<file path="src/rtl/alu_pkg.sv">
// Shared definitions for the execute-stage ALU: opcodes, FSM encoding and
// the NZCV bit positions that conditionCheck expects.
package alu_pkg;

    localparam logic [2:0] ALU_ADD  = 3'b000;
    localparam logic [2:0] ALU_SUB  = 3'b001;
    localparam logic [2:0] ALU_AND  = 3'b010;
    localparam logic [2:0] ALU_ORR  = 3'b011;
    localparam logic [2:0] ALU_EOR  = 3'b100;
    localparam logic [2:0] ALU_MUL  = 3'b101;
    localparam logic [2:0] ALU_MOV  = 3'b110;
    localparam logic [2:0] ALU_RSVD = 3'b111;

    typedef enum logic {
        S_IDLE = 1'b0,
        S_RUN  = 1'b1
    } alu_state_e;

    localparam int FLAG_N = 3;
    localparam int FLAG_Z = 2;
    localparam int FLAG_C = 1;
    localparam int FLAG_V = 0;

endpackage

</file>
<file path="src/rtl/exec_alu_unit_if.sv">
// Operand/result bus between the issue logic and the execute-stage ALU.
//
// Handshake: an operation transfers on a rising clock edge where
// in_valid & in_ready & ~flush are all high; the issuer keeps in_valid,
// alu_ctrl, src_a and src_b stable until that edge. There is no
// backpressure on the result side: out_valid is a one-cycle pulse marking
// the cycle in which result/alu_flags were updated, and those outputs hold
// their value until the next pulse.
interface exec_alu_unit_if #(
    parameter int WIDTH = 32
);
    logic             flush;
    logic             in_valid;
    logic             in_ready;
    logic [2:0]       alu_ctrl;
    logic [WIDTH-1:0] src_a;
    logic [WIDTH-1:0] src_b;
    logic [WIDTH-1:0] result;
    logic [3:0]       alu_flags;
    logic             out_valid;

    modport master (
        output flush, in_valid, alu_ctrl, src_a, src_b,
        input  in_ready, result, alu_flags, out_valid
    );

    modport slave (
        input  flush, in_valid, alu_ctrl, src_a, src_b,
        output in_ready, result, alu_flags, out_valid
    );
endinterface

</file>
<file path="src/rtl/seq_multiplier.sv">
// Iterative shift-add multiplier. The first partial product is folded in on
// the start edge, so WIDTH steps finish WIDTH-1 cycles after start; done is
// high in the cycle whose edge would take the final step, with product
// already showing the complete low WIDTH bits of a*b.
module seq_multiplier #(
    parameter int WIDTH = 32
) (
    input  logic             clk,
    input  logic             reset,
    input  logic             start,
    input  logic             abort,
    input  logic [WIDTH-1:0] a,
    input  logic [WIDTH-1:0] b,
    output logic             done,
    output logic [WIDTH-1:0] product
);
    localparam int CW = $clog2(WIDTH) + 1;
    localparam logic [CW-1:0] LAST = CW'(WIDTH - 1);

    logic [WIDTH-1:0] acc_q;
    logic [WIDTH-1:0] mcand_q;
    logic [WIDTH-1:0] mplier_q;
    logic [CW-1:0]    cnt_q;
    logic             busy_q;
    logic [WIDTH-1:0] addend;

    assign addend  = mplier_q[0] ? mcand_q : '0;
    assign product = acc_q + addend;
    assign done    = busy_q && (cnt_q == LAST);

    // Accumulate one partial product per cycle; abort drops the operation.
    always_ff @(posedge clk or negedge reset) begin
        if (!reset) begin
            acc_q    <= '0;
            mcand_q  <= '0;
            mplier_q <= '0;
            cnt_q    <= '0;
            busy_q   <= 1'b0;
        end else if (abort) begin
            busy_q <= 1'b0;
            cnt_q  <= '0;
        end else if (start) begin
            acc_q    <= b[0] ? a : '0;
            mcand_q  <= a << 1;
            mplier_q <= b >> 1;
            cnt_q    <= CW'(1);
            busy_q   <= 1'b1;
        end else if (busy_q) begin
            if (done) begin
                busy_q <= 1'b0;
                cnt_q  <= '0;
            end else begin
                acc_q    <= product;
                mcand_q  <= mcand_q << 1;
                mplier_q <= mplier_q >> 1;
                cnt_q    <= cnt_q + CW'(1);
            end
        end
    end
endmodule

</file>
<file path="src/rtl/exec_alu_unit.sv">
// Execute-stage ALU: single-cycle ADD/SUB/logic/MOV with a registered
// result, plus an iterative MUL. Produces NZCV flags for conditionCheck.
// result/alu_flags only change together with the out_valid pulse.
module exec_alu_unit
    import alu_pkg::*;
#(
    parameter int WIDTH = 32
) (
    input  logic              clk,
    input  logic              reset,
    exec_alu_unit_if.slave    bus,
    output alu_state_e        dbg_state
);
    alu_state_e       state_q, state_d;
    logic             accept;
    logic             is_mul;
    logic             mul_start;
    logic             mul_done;
    logic [WIDTH-1:0] mul_product;
    logic [WIDTH:0]   add_sum;
    logic [WIDTH:0]   sub_diff;
    logic [WIDTH-1:0] sc_result;
    logic             sc_c, sc_v;
    logic             commit_en;
    logic [WIDTH-1:0] commit_res;
    logic             commit_c, commit_v;
    logic [3:0]       flags_d;
    logic [WIDTH-1:0] res_q;
    logic [3:0]       flags_q;
    logic             ov_q;

    assign bus.in_ready  = (state_q == S_IDLE);
    assign accept        = bus.in_valid & bus.in_ready & ~bus.flush;
    assign is_mul        = (bus.alu_ctrl == ALU_MUL);
    assign mul_start     = accept & is_mul;
    assign dbg_state     = state_q;
    assign bus.result    = res_q;
    assign bus.alu_flags = flags_q;
    assign bus.out_valid = ov_q;

    // Subtraction uses A + ~B + 1 so the carry-out reads as "no borrow".
    assign add_sum  = {1'b0, bus.src_a} + {1'b0, bus.src_b};
    assign sub_diff = {1'b0, bus.src_a} + {1'b0, ~bus.src_b} + {{WIDTH{1'b0}}, 1'b1};

    seq_multiplier #(.WIDTH(WIDTH)) u_mul (
        .clk     (clk),
        .reset   (reset),
        .start   (mul_start),
        .abort   (bus.flush),
        .a       (bus.src_a),
        .b       (bus.src_b),
        .done    (mul_done),
        .product (mul_product)
    );

    // FSM state register.
    always_ff @(posedge clk or negedge reset) begin
        if (!reset) state_q <= S_IDLE;
        else        state_q <= state_d;
    end

    // Next state: RUN while a MUL iterates; flush or completion returns to IDLE.
    always_comb begin
        state_d = state_q;
        case (state_q)
            S_IDLE:  if (mul_start) state_d = S_RUN;
            S_RUN:   if (bus.flush || mul_done) state_d = S_IDLE;
            default: state_d = S_IDLE;
        endcase
    end

    // Single-cycle datapath with carry/overflow for ADD and SUB.
    always_comb begin
        sc_result = '0;
        sc_c      = 1'b0;
        sc_v      = 1'b0;
        case (bus.alu_ctrl)
            ALU_ADD: begin
                sc_result = add_sum[WIDTH-1:0];
                sc_c      = add_sum[WIDTH];
                sc_v      = (bus.src_a[WIDTH-1] == bus.src_b[WIDTH-1]) &&
                            (add_sum[WIDTH-1] != bus.src_a[WIDTH-1]);
            end
            ALU_SUB: begin
                sc_result = sub_diff[WIDTH-1:0];
                sc_c      = sub_diff[WIDTH];
                sc_v      = (bus.src_a[WIDTH-1] != bus.src_b[WIDTH-1]) &&
                            (sub_diff[WIDTH-1] != bus.src_a[WIDTH-1]);
            end
            ALU_AND: sc_result = bus.src_a & bus.src_b;
            ALU_ORR: sc_result = bus.src_a | bus.src_b;
            ALU_EOR: sc_result = bus.src_a ^ bus.src_b;
            ALU_MOV: sc_result = bus.src_b;
            default: sc_result = '0;
        endcase
    end

    // Pick what completes this edge; flush suppresses a finishing MUL.
    always_comb begin
        commit_en  = 1'b0;
        commit_res = sc_result;
        commit_c   = sc_c;
        commit_v   = sc_v;
        if (accept && !is_mul) begin
            commit_en = 1'b1;
        end else if ((state_q == S_RUN) && mul_done && !bus.flush) begin
            commit_en  = 1'b1;
            commit_res = mul_product;
            commit_c   = 1'b0;
            commit_v   = 1'b0;
        end
        flags_d         = '0;
        flags_d[FLAG_N] = commit_res[WIDTH-1];
        flags_d[FLAG_Z] = (commit_res == '0);
        flags_d[FLAG_C] = commit_c;
        flags_d[FLAG_V] = commit_v;
    end

    // Output registers: updated only on completion, out_valid pulses once.
    always_ff @(posedge clk or negedge reset) begin
        if (!reset) begin
            res_q   <= '0;
            flags_q <= '0;
            ov_q    <= 1'b0;
        end else begin
            ov_q <= commit_en;
            if (commit_en) begin
                res_q   <= commit_res;
                flags_q <= flags_d;
            end
        end
    end
endmodule
</file>
<file path="src/flat_wrapper.sv">
// flat-port wrapper written by rule: the top's interface ports become plain ports
module exec_alu_unit_flat import alu_pkg::*;
#(
    parameter int WIDTH = 32
)
  (clk, reset, dbg_state, bus_flush, bus_in_valid, bus_alu_ctrl, bus_src_a, bus_src_b, bus_in_ready, bus_result, bus_alu_flags, bus_out_valid);
  exec_alu_unit_if #(.WIDTH(WIDTH)) bus_i ();
  input  logic clk;
  input  logic reset;
  output alu_state_e dbg_state;
  input wire logic [$bits(bus_i.flush)-1:0] bus_flush;
  input wire logic [$bits(bus_i.in_valid)-1:0] bus_in_valid;
  input wire logic [$bits(bus_i.alu_ctrl)-1:0] bus_alu_ctrl;
  input wire logic [$bits(bus_i.src_a)-1:0] bus_src_a;
  input wire logic [$bits(bus_i.src_b)-1:0] bus_src_b;
  output wire logic [$bits(bus_i.in_ready)-1:0] bus_in_ready;
  output wire logic [$bits(bus_i.result)-1:0] bus_result;
  output wire logic [$bits(bus_i.alu_flags)-1:0] bus_alu_flags;
  output wire logic [$bits(bus_i.out_valid)-1:0] bus_out_valid;
  assign bus_i.flush = bus_flush;
  assign bus_i.in_valid = bus_in_valid;
  assign bus_i.alu_ctrl = bus_alu_ctrl;
  assign bus_i.src_a = bus_src_a;
  assign bus_i.src_b = bus_src_b;
  assign bus_in_ready = bus_i.in_ready;
  assign bus_result = bus_i.result;
  assign bus_alu_flags = bus_i.alu_flags;
  assign bus_out_valid = bus_i.out_valid;
  exec_alu_unit #(.WIDTH(WIDTH)) u_core (.clk(clk), .reset(reset), .bus(bus_i), .dbg_state(dbg_state));
endmodule
</file>
<file path="config.mk">
export PLATFORM = sky130hd
export DESIGN_NAME = exec_alu_unit_flat
export DESIGN_NICKNAME = d
export VERILOG_FILES = /design/src/rtl/alu_pkg.sv /design/src/rtl/exec_alu_unit_if.sv /design/src/rtl/seq_multiplier.sv /design/src/rtl/exec_alu_unit.sv /design/src/flat_wrapper.sv
export SDC_FILE = /design/constraint.sdc
export NUM_CORES = 1
export LEC_CHECK = 0
export CAP_MARGIN = 20
export CORE_ASPECT_RATIO = 1.25
export CORE_MARGIN = 2
export CORE_UTILIZATION = 40
export DETAILED_ROUTE_END_ITERATION = 8
export GPL_ROUTABILITY_DRIVEN = 1
export GPL_TIMING_DRIVEN = 0
export PLACE_DENSITY = 0.66
export SKIP_LAST_GASP = 1
export SLEW_MARGIN = 20
export SYNTH_ARGS = -nofsm -noshare
export SYNTH_HDL_FRONTEND = slang
export SYNTH_SLANG_ARGS = --single-unit
</file>
<file path="constraint.sdc">
create_clock -name clk -period 11.22 [get_ports clk]
set_input_delay 1.122 -clock clk [delete_from_list [all_inputs] [get_ports clk]]
set_output_delay 1.122 -clock clk [all_outputs]
set_load 0.005 [all_outputs]
</file>
==> metrics.md, run 1 <==
| Metric | Value |
|---|---|
| WP buf/inv | `4` |
| Setup_tns | `0 ns` |
| Worst Path Required | `approximately 12 ns` |
| Worst Path Max Fanout | `10` |
| WS Path Type | `in -> reg` |
| Antenna Nets Post-Route | `0` |
| Final nets | `2216` |
| Number of distinct library cells after synthesis | `98` |
| Synth Warn # | `0` |
| Chip height | `214 µm` |
| Layout cell share with drive strength beyond 1 | `0.0466` |
| Startpoint Class | `primary input` |
| R2r setup slk | `5.89 ns` |
| CTS Sinks | `approximately 140` |
| Die ar. | `around 0.037 mm²` |
| Post-layout min period | `5.54 ns` |
| CP arrival | `slightly below 6 ns` |
| Worst min-delay path class | `reg -> reg` |
| Vias in the first global route | `15127` |
| Vias per cell | `6.29` |
| Number of flops mapped to enable cells by yosys | `0` |
| Hold buffer count at cts | `0` |
| Routability congestion estimate | `0.985` |
| Vias | `15648` |
| Iter 0 DRT Violations | `1634` |
| CTS clk-pin slew, worst paths | `0.07 ns` |
| Max stage delay cell, worst path | `clkdlybuf4s50_1` |
| Ys flop type | `dfrtp_1` |
| Total track usage | `0.349` |
| Synth area leader | `dfrtp_1` |
| First-pass GRT wire length | `around 94000 µm` |
| Area after DPL | `0.0158 mm²` |
| Top post-synthesis cells by count | `241 x nand2_1, 219 x nor2_1, 162 x a21oi_1` |
| Max IR drop VDD | `0.108 mV` |
| Worst-Skew Late Latency | `0.47 ns` |
| Async S/R FF share, synth | `1.00` |
| HPWL after DPL | `50400 µm` |
| Max cap viols | `0` |
| Area Growth Syn to Fin | `16.6%` |
| H-tree Lvls | `4` |
| Most common cell in the netlist | `nand2_1` |
| Number of diodes | `0` |
| Kind of cell adding the most delay to the critical path | `compound AO/OA/AOI/OAI gates` |
| Root Driver | `clkbuf_16` |
| Postcts setup bufs | `0` |
| Area of the core | `0.0345 mm²` |
| Skew final | `about 0.015 ns` |
| Post-Synthesis Cell Area | `roughly 0.014 mm²` |
| CTS tree | `yes` |
| Status | `completed` |
| DRC | `0` |
| Grt ovf | `0` |
| Sequential fraction of the synthesis area | `0.246` |
| #FFs+latches synth | `138` |
| Pleak | `around 7.3 nW` |
| Max_slew headroom | `0.252` |
| DRT Wirelength | `63900 µm` |
| CTS max path bufs | `2` |
| Largest net degree at the start of global routing | `80` |
| Fmax | `180 MHz` |
| Chip Width | `172 µm` |
| Period utilization | `0.494` |
| Post-Synthesis Net Count | `2086` |
| Drt wl/cell | `25.7 µm` |
| DR pass1 iterations | `8` |
| Syn_area_per_cell | `7.49 µm²` |
| Post-synth top area share | `0.246` |
| Initial antenna violation count | `0` |
| Dominant cells by area after synthesis | `dfrtp_1 25%, ha_1 12%, nand2_1 6.4%, nor2_1 5.8%, a21oi_1 5.8%` |
| Syn Inst Count | `~1900` |
| Initial Util | `0.407` |
| Final number of hold-violating endpoints | `0` |
| Endpoints failing setup | `0` |
| Crit path largest cell delay | `0.78 ns` |
| # port buffers | `109` |
| Num CTS Buffers | `17` |
| # IOs | `110` |
| Max-slew violations | `0` |
| Pin slew with the least headroom to its limit | `~1.1 ns` |
| Worst path cell trace | `clkdlybuf4s50_1 > inv_1 > ha_1 > buf_2 > inv_1 > a21oi_1 > o311ai_0 > nor4_1 > nor2_2 > o41ai_1 > xnor2_1 > nor2_1 > o311a_1 > or3_1 > nor4_1 > a32o_1` |
| Final Instance Area | `0.0164 mm²` |
| Standard-cell row count | `76` |
| RSZ-0062 raised after global routing | `no` |
| Setup crit end kind | `flop` |
| Power Dens Cells | `around 160 mW/mm²` |
| CTS resizes | `0` |
==> area by class of cell <==
cell class                 instances  area [µm²]
buffer                           122         509
clock buffer                      19         443
clock inverter                    13         154
fill                            3532       18100
inverter                         100         375
multi-input combinational       1516        9730
sequential                       138        3450
tap                              468         586
timing repair buffer             111        1140
==> routing by layer <==
metal / global-route usage / share of wire / up-vias
met3: 0.0657 / 0.081 / 176
met5: 0 / 0 / -
met1: 0.432 / 0.40 / 7616
li1: - / - / 7051
met2: 0.564 / 0.46 / 805
met4: 0.205 / 0.060 / 0
==> registers in the layout (all words and copies together), names as in the netlist <==
signal and count:
u_core.u_mul.busy_q 1, u_core.bus.result 31, u_core.bus.alu_flags 4, u_core.dbg_state 1
u_core.u_mul.acc_q 32, u_core.u_mul.mcand_q 31, u_core.bus.out_valid 1, u_core.u_mul.cnt_q 6
u_core.u_mul.mplier_q 31
==> per-stage QoR <==
step | util | hold slack, ns | instances | power, W | worst slack [ns]
4_1_cts | 0.475 | 0.485 | 2487 | 0.00266 | 5.79
2_1_floorplan | - | 0.469 | 1876 | 0.00158 | 6.99
3_3_place_gp | 0.456 | 0.467 | 2453 | 0.00204 | 2.99
6_report | 0.475 | 0.485 | 2487 | 0.00268 | 5.68
3_5_place_dp | 0.458 | 0.469 | 2455 | 0.00204 | 5.32
5_1_grt | 0.475 | 0.520 | 2487 | 0.00284 | 5.46
==> cells in the final DEF, fill, tap and decap left out, types with 8 or more instances in the layout <==
cell type        instances
and2_1                  37
nor2_1                 219
nand3_1                 48
o221ai_1                20
clkbuf_16               17
nor2b_1                  9
o21ai_0                 77
nand2_1                241
dfrtp_1                138
and3_1                   8
nand2b_1                13
buf_2                   23
o22ai_1                 27
o211ai_1                15
xor2_1                  20
nand4_1                 14
mux2i_1                 40
a211oi_1                19
xnor2_1                 29
o21a_1                  10
a31oi_1                 86
o31ai_1                 18
clkdlybuf4s50_1        108
clkbuf_1                83
o21bai_1                 8
ha_1                   136
o21ai_1                 19
a21oi_1                162
nor4_1                  14
nor3_1                  33
a21o_1                  38
inv_1                   93
buf_1                   13
==> worst register-to-register path, delay by kind of cell, from the launching register on <==
kind | cells | cell delay (ns)
buffers and inverters | 1 | 0.31
XOR/XNOR | 1 | 0.44
adder cells (fa/ha/maj) | 2 | 0.65
AO/OA/AOI/OAI | 7 | 1.79
flip-flops | 1 | 0.47
AND/OR/NAND/NOR | 5 | 1.61
==> cell families (layout without fill, tap and decap cells) <==
family	count (synthesis)	count (layout)	synth area share
AO/OA/AOI/OAI	605	605	0.284
XOR/XNOR	49	49	0.0305
adder cells (fa/ha/maj)	139	139	0.125
buffers and inverters	222	365	0.0629
flip-flops	138	138	0.246
multiplexers	47	47	0.0341
AND/OR/NAND/NOR	676	676	0.217
==> worst paths after layout <==
| path | start | to | cells past startpoint |
|---|---|---|---|
| setup / recovery | bus_src_a[17] | u_core.bus.alu_flags[2] | 16 |
| hold / removal | u_core.bus.alu_flags[1] | u_core.bus.alu_flags[1] | 1 |
| setup reg to reg | u_core.u_mul.mplier_q[0] | u_core.bus.alu_flags[2] | 16 |
| hold reg to reg | u_core.bus.alu_flags[1] | u_core.bus.alu_flags[1] | 1 |
| max in group asynchronous | reset | u_core.u_mul.mplier_q[25] | 2 |
| min in group asynchronous | reset | u_core.u_mul.mplier_q[1] | 1 |
==> power breakdown <==
part | internal (W) | leakage (nW) | switching (W)
registers | 0.000654 | 1.69 | 0.000121
logic | 0.000498 | 5.29 | 0.000805
clock network | 0.000338 | 0.286 | 0.000268
No activity file was read; power rests on OpenSTA's default activity.
==> run 2: changes to the inputs <==
--- a/config.mk
+++ b/config.mk
@@ -12,7 +12,7 @@
 export DETAILED_ROUTE_END_ITERATION = 8
 export GPL_ROUTABILITY_DRIVEN = 1
 export GPL_TIMING_DRIVEN = 0
-export PLACE_DENSITY = 0.66
+export PLACE_DENSITY = 0.69
 export SKIP_LAST_GASP = 1
 export SLEW_MARGIN = 20
 export SYNTH_ARGS = -nofsm -noshare
==> constraint.sdc (replaced) <==
create_clock -name clk -period 4.6 [get_ports clk]
set_input_delay 0.46 -clock clk [delete_from_list [all_inputs] [get_ports clk]]
set_output_delay 0.46 -clock clk [all_outputs]
set_load 0.005 [all_outputs]
==> run 2 against run 1 <==
Clock-buffer cell count unchanged. Hold slack got worse by 0.0077 ns. Clock skew increased by 0.0010 ns. Critical path type unchanged. Power increased by 150%. Critical path depth decreased by 5. First-iteration DRC count increased by 0.24%. Wire length about the same. Sequential power increased by 150%. Die area unchanged. Design area increased by 0.98%. Non-clock buffer count increased by 2. Sequential share of layout area decreased by 0.20 points. Highest routed layer is now met5. Largest power group unchanged.
==> metrics.md, run 2 (synthesis gave the netlist of run 1 again) <==
| Metric | Value |
|---|---|
| Status | `completed` |
| DRT Wirelength | `63800 µm (about the same)` |
| CTS clk-pin slew, worst paths | `0.07 ns (about the same)` |
| Root Driver | `clkbuf_16` |
| Post-layout min period | `4.54 ns` |
| Chip height | `214 µm (unchanged)` |
| HPWL after DPL | `50100 µm (-0.44%)` |
| Setup WS post-layout | `0.0627 ns (-5.62 ns)` |
| Kind of cell adding the most delay to the critical path | `buffers and inverters` |
| Endpoints failing setup | `0 (unchanged)` |
| Max-slew violations | `0 (unchanged)` |
| Total track usage | `0.348 (-0.000898)` |
| Fmax | `220 MHz` |
| Worst path cell trace | `clkdlybuf4s50_1 > buf_2 > clkbuf_1 > clkbuf_1 > o221ai_1 > a221oi_1 > nand4_1 > nor4b_2 > nand4_1 > nor4_2 > a32o_1` |
| Final Instance Area | `0.0166 mm² (+0.98%)` |
| # placed instances | `2455 (unchanged)` |
| Period utilization | `0.986` |
| CTS Sinks | `138 (unchanged)` |
| Initial antenna violation count | `2 (+2)` |
| Grt ovf | `0 (unchanged)` |
| Commonest non-fill, non-tap cell in the layout | `nand2_1` |
| WS Path Type | `in -> reg` |
| WP buf/inv | `4 (unchanged)` |
| Skew final | `0.0164 ns (+0.00102 ns)` |
| DR pass1 iterations | `8 (unchanged)` |
| Worst Path Required | `5.00 ns (-6.63 ns)` |
| CTS tree | `yes` |
| CTS max path bufs | `2 (unchanged)` |
| Area after DPL | `0.0158 mm² (unchanged)` |
| Pleak | `7.34 nW (+1.0%)` |
| # port buffers | `109 (unchanged)` |
| Num CTS Buffers | `17 (unchanged)` |
| Max stage delay cell, worst path | `clkbuf_1` |
| Layout cell share with drive strength beyond 1 | `0.0574 (+0.0108)` |
| Final number of hold-violating endpoints | `0 (unchanged)` |
| Pin slew with the least headroom to its limit | `1.07 ns (-0.0561 ns)` |
| Power Dens Cells | `398 mW/mm² (+140%)` |
| Vias in the first global route | `15357 (+1.5%)` |
| Standard-cell row count | `76 (unchanged)` |
| Hold Slack | `0.477 ns (-0.00768 ns)` |
| Crit path largest cell delay | `0.80 ns (+0.02 ns)` |
| Antenna Nets Post-Route | `0 (unchanged)` |
| Area of the core | `0.0345 mm² (unchanged)` |
| Max cap viols | `0 (unchanged)` |
| Final nets | `2218 (+0.090%)` |
| Worst-Skew Late Latency | `0.47 ns (about the same)` |
| Iter 0 DRT Violations | `1638 (+0.24%)` |
| Setup crit end kind | `flop` |
| Worst Path Max Fanout | `10 (unchanged)` |
| Worst min-delay path class | `in -> reg` |
| Non-Filler Instances | `2490 (+0.12%)` |
| First-pass GRT wire length | `93800 µm (+0.16%)` |
| CP arrival | `4.94 ns (-1.01 ns)` |
| Initial Util | `0.407 (unchanged)` |
| Max IR drop VDD | `0.310 mV (+190%)` |
| # fillers | `3513 (-0.54%)` |
| Drt wl/cell | `25.6 µm (-0.21%)` |
| Largest net degree at the start of global routing | `72 (-10%)` |
| Biggest register | `u_core.u_mul.acc_q` |
| Chip Width | `172 µm (unchanged)` |
| # IOs | `110 (unchanged)` |
| Setup_tns | `0 ns (unchanged)` |
| DRC | `0 (unchanged)` |
| Vias per cell | `6.31 (+0.36%)` |
| H-tree Lvls | `4 (unchanged)` |
| Startpoint Class | `primary input` |
| Number of flip-flops in the largest register | `32 (unchanged)` |
| Die ar. | `0.0367 mm² (unchanged)` |
| Vias | `15723 (+0.48%)` |
| Routability congestion estimate | `1.00 (+2.0%)` |
| Area Growth Syn to Fin | `17.7%` |
| Max_slew headroom | `0.289 (+0.0374)` |
| Dpl ws | `-0.692 ns (-6.01 ns)` |
| Most frequent cells in the layout | `241 x nand2_1, 219 x nor2_1, 159 x a21oi_1, 137 x dfrtp_1, 136 x ha_1` |
==> run 2: cell types whose count changed in the layout (fill, tap and decap cells not counted), moves of 3 or more <==
cell,previous run,this run
a21oi_2,2,5
clkdlybuf4s50_1,108,103
clkinv_2,0,3
a21oi_1,162,159
dlymetal6s2s_1,0,4
==> run 2: path summary, 6_finish.rpt <==
path	startpoint	cells after the start	slack, ns	end
worst max-delay path	bus_alu_ctrl[2]	11	0.06	u_core.bus.alu_flags[2]
worst min-delay path	bus_src_a[8]	3	0.48	u_core.u_mul.acc_q[8]
worst max register to register	u_core.u_mul.cnt_q[0]	13	0.12	u_core.bus.alu_flags[2]
worst min register to register	u_core.bus.alu_flags[1]	1	0.49	u_core.bus.alu_flags[1]
max in group asynchronous	reset	3	3.24	u_core.u_mul.mplier_q[26]
min in group asynchronous	reset	2	0.57	u_core.u_mul.mplier_q[0]
==> run 2: worst reg2reg max path, delay by kind of cell, from the launching register on <==
family          cells  cell delay, ns
compound gates      5            1.57
fa+ha+maj           1            0.28
buf+inv             1            0.46
flops               1            0.41
simple gates        6            1.70
==> run 2: what timing repair did <==
| action | 4_1_cts | 5_1_grt |
|---|---|---|
| gates resized for setup | 10 | 25 |
| endpoints found under the hold margin | 11 | 0 |
| pin swaps | 0 | 1 |
| setup buffers | 0 | 2 |
| setup endpoints to repair | 1 | 1 |
| hold buffers | 1 | 0 |
==> run 2: power by group <==
| part | total, W | switching (W) | internal [W] |
|---|---|---|---|
| clock network | 0.00145 | 0.000650 | 0.000804 |
| registers | 0.00190 | 0.000308 | 0.00160 |
| logic | 0.00322 | 0.00198 | 0.00125 |
| total | 0.00658 | 0.00293 | 0.00365 |
==> run 2: routing by layer <==
layer  global-route usage  share of wire
met4                0.177          0.055
met5                    0        0.00019
met3               0.0663          0.082
met1                0.433           0.40
met2                0.572           0.46
==> run 2: layout make-up <==
cell class	count	area, µm²	area share
multi-input combinational	1516	9880	0.597
buffer	121	507	0.0306
tap	468	586	0.0354
antenna	1	2.50	0.000151
inverter	100	375	0.0227
sequential	138	3450	0.209
clock inverter	13	143	0.00862
timing repair buffer	114	1170	0.0708
clock buffer	19	433	0.0262
==> run 2: through the flow <==
stage	util	power (W)
after floorplan	-	0.00385
after global placement	0.456	0.00494
after detailed placement	0.458	0.00497
after CTS	0.476	0.00645
after global routing	0.479	0.00692
final	0.479	0.00658
==> run 3: changes to the inputs <==
--- a/config.mk
+++ b/config.mk
@@ -9,6 +9,7 @@
 export CORE_ASPECT_RATIO = 1.25
 export CORE_MARGIN = 2
 export CORE_UTILIZATION = 40
+export CTS_CLUSTER_SIZE = 20
 export DETAILED_ROUTE_END_ITERATION = 8
 export GPL_ROUTABILITY_DRIVEN = 1
 export GPL_TIMING_DRIVEN = 0
==> results of run 3 <==
No change in the layout: final DEF, timing and power equal those of run 2.
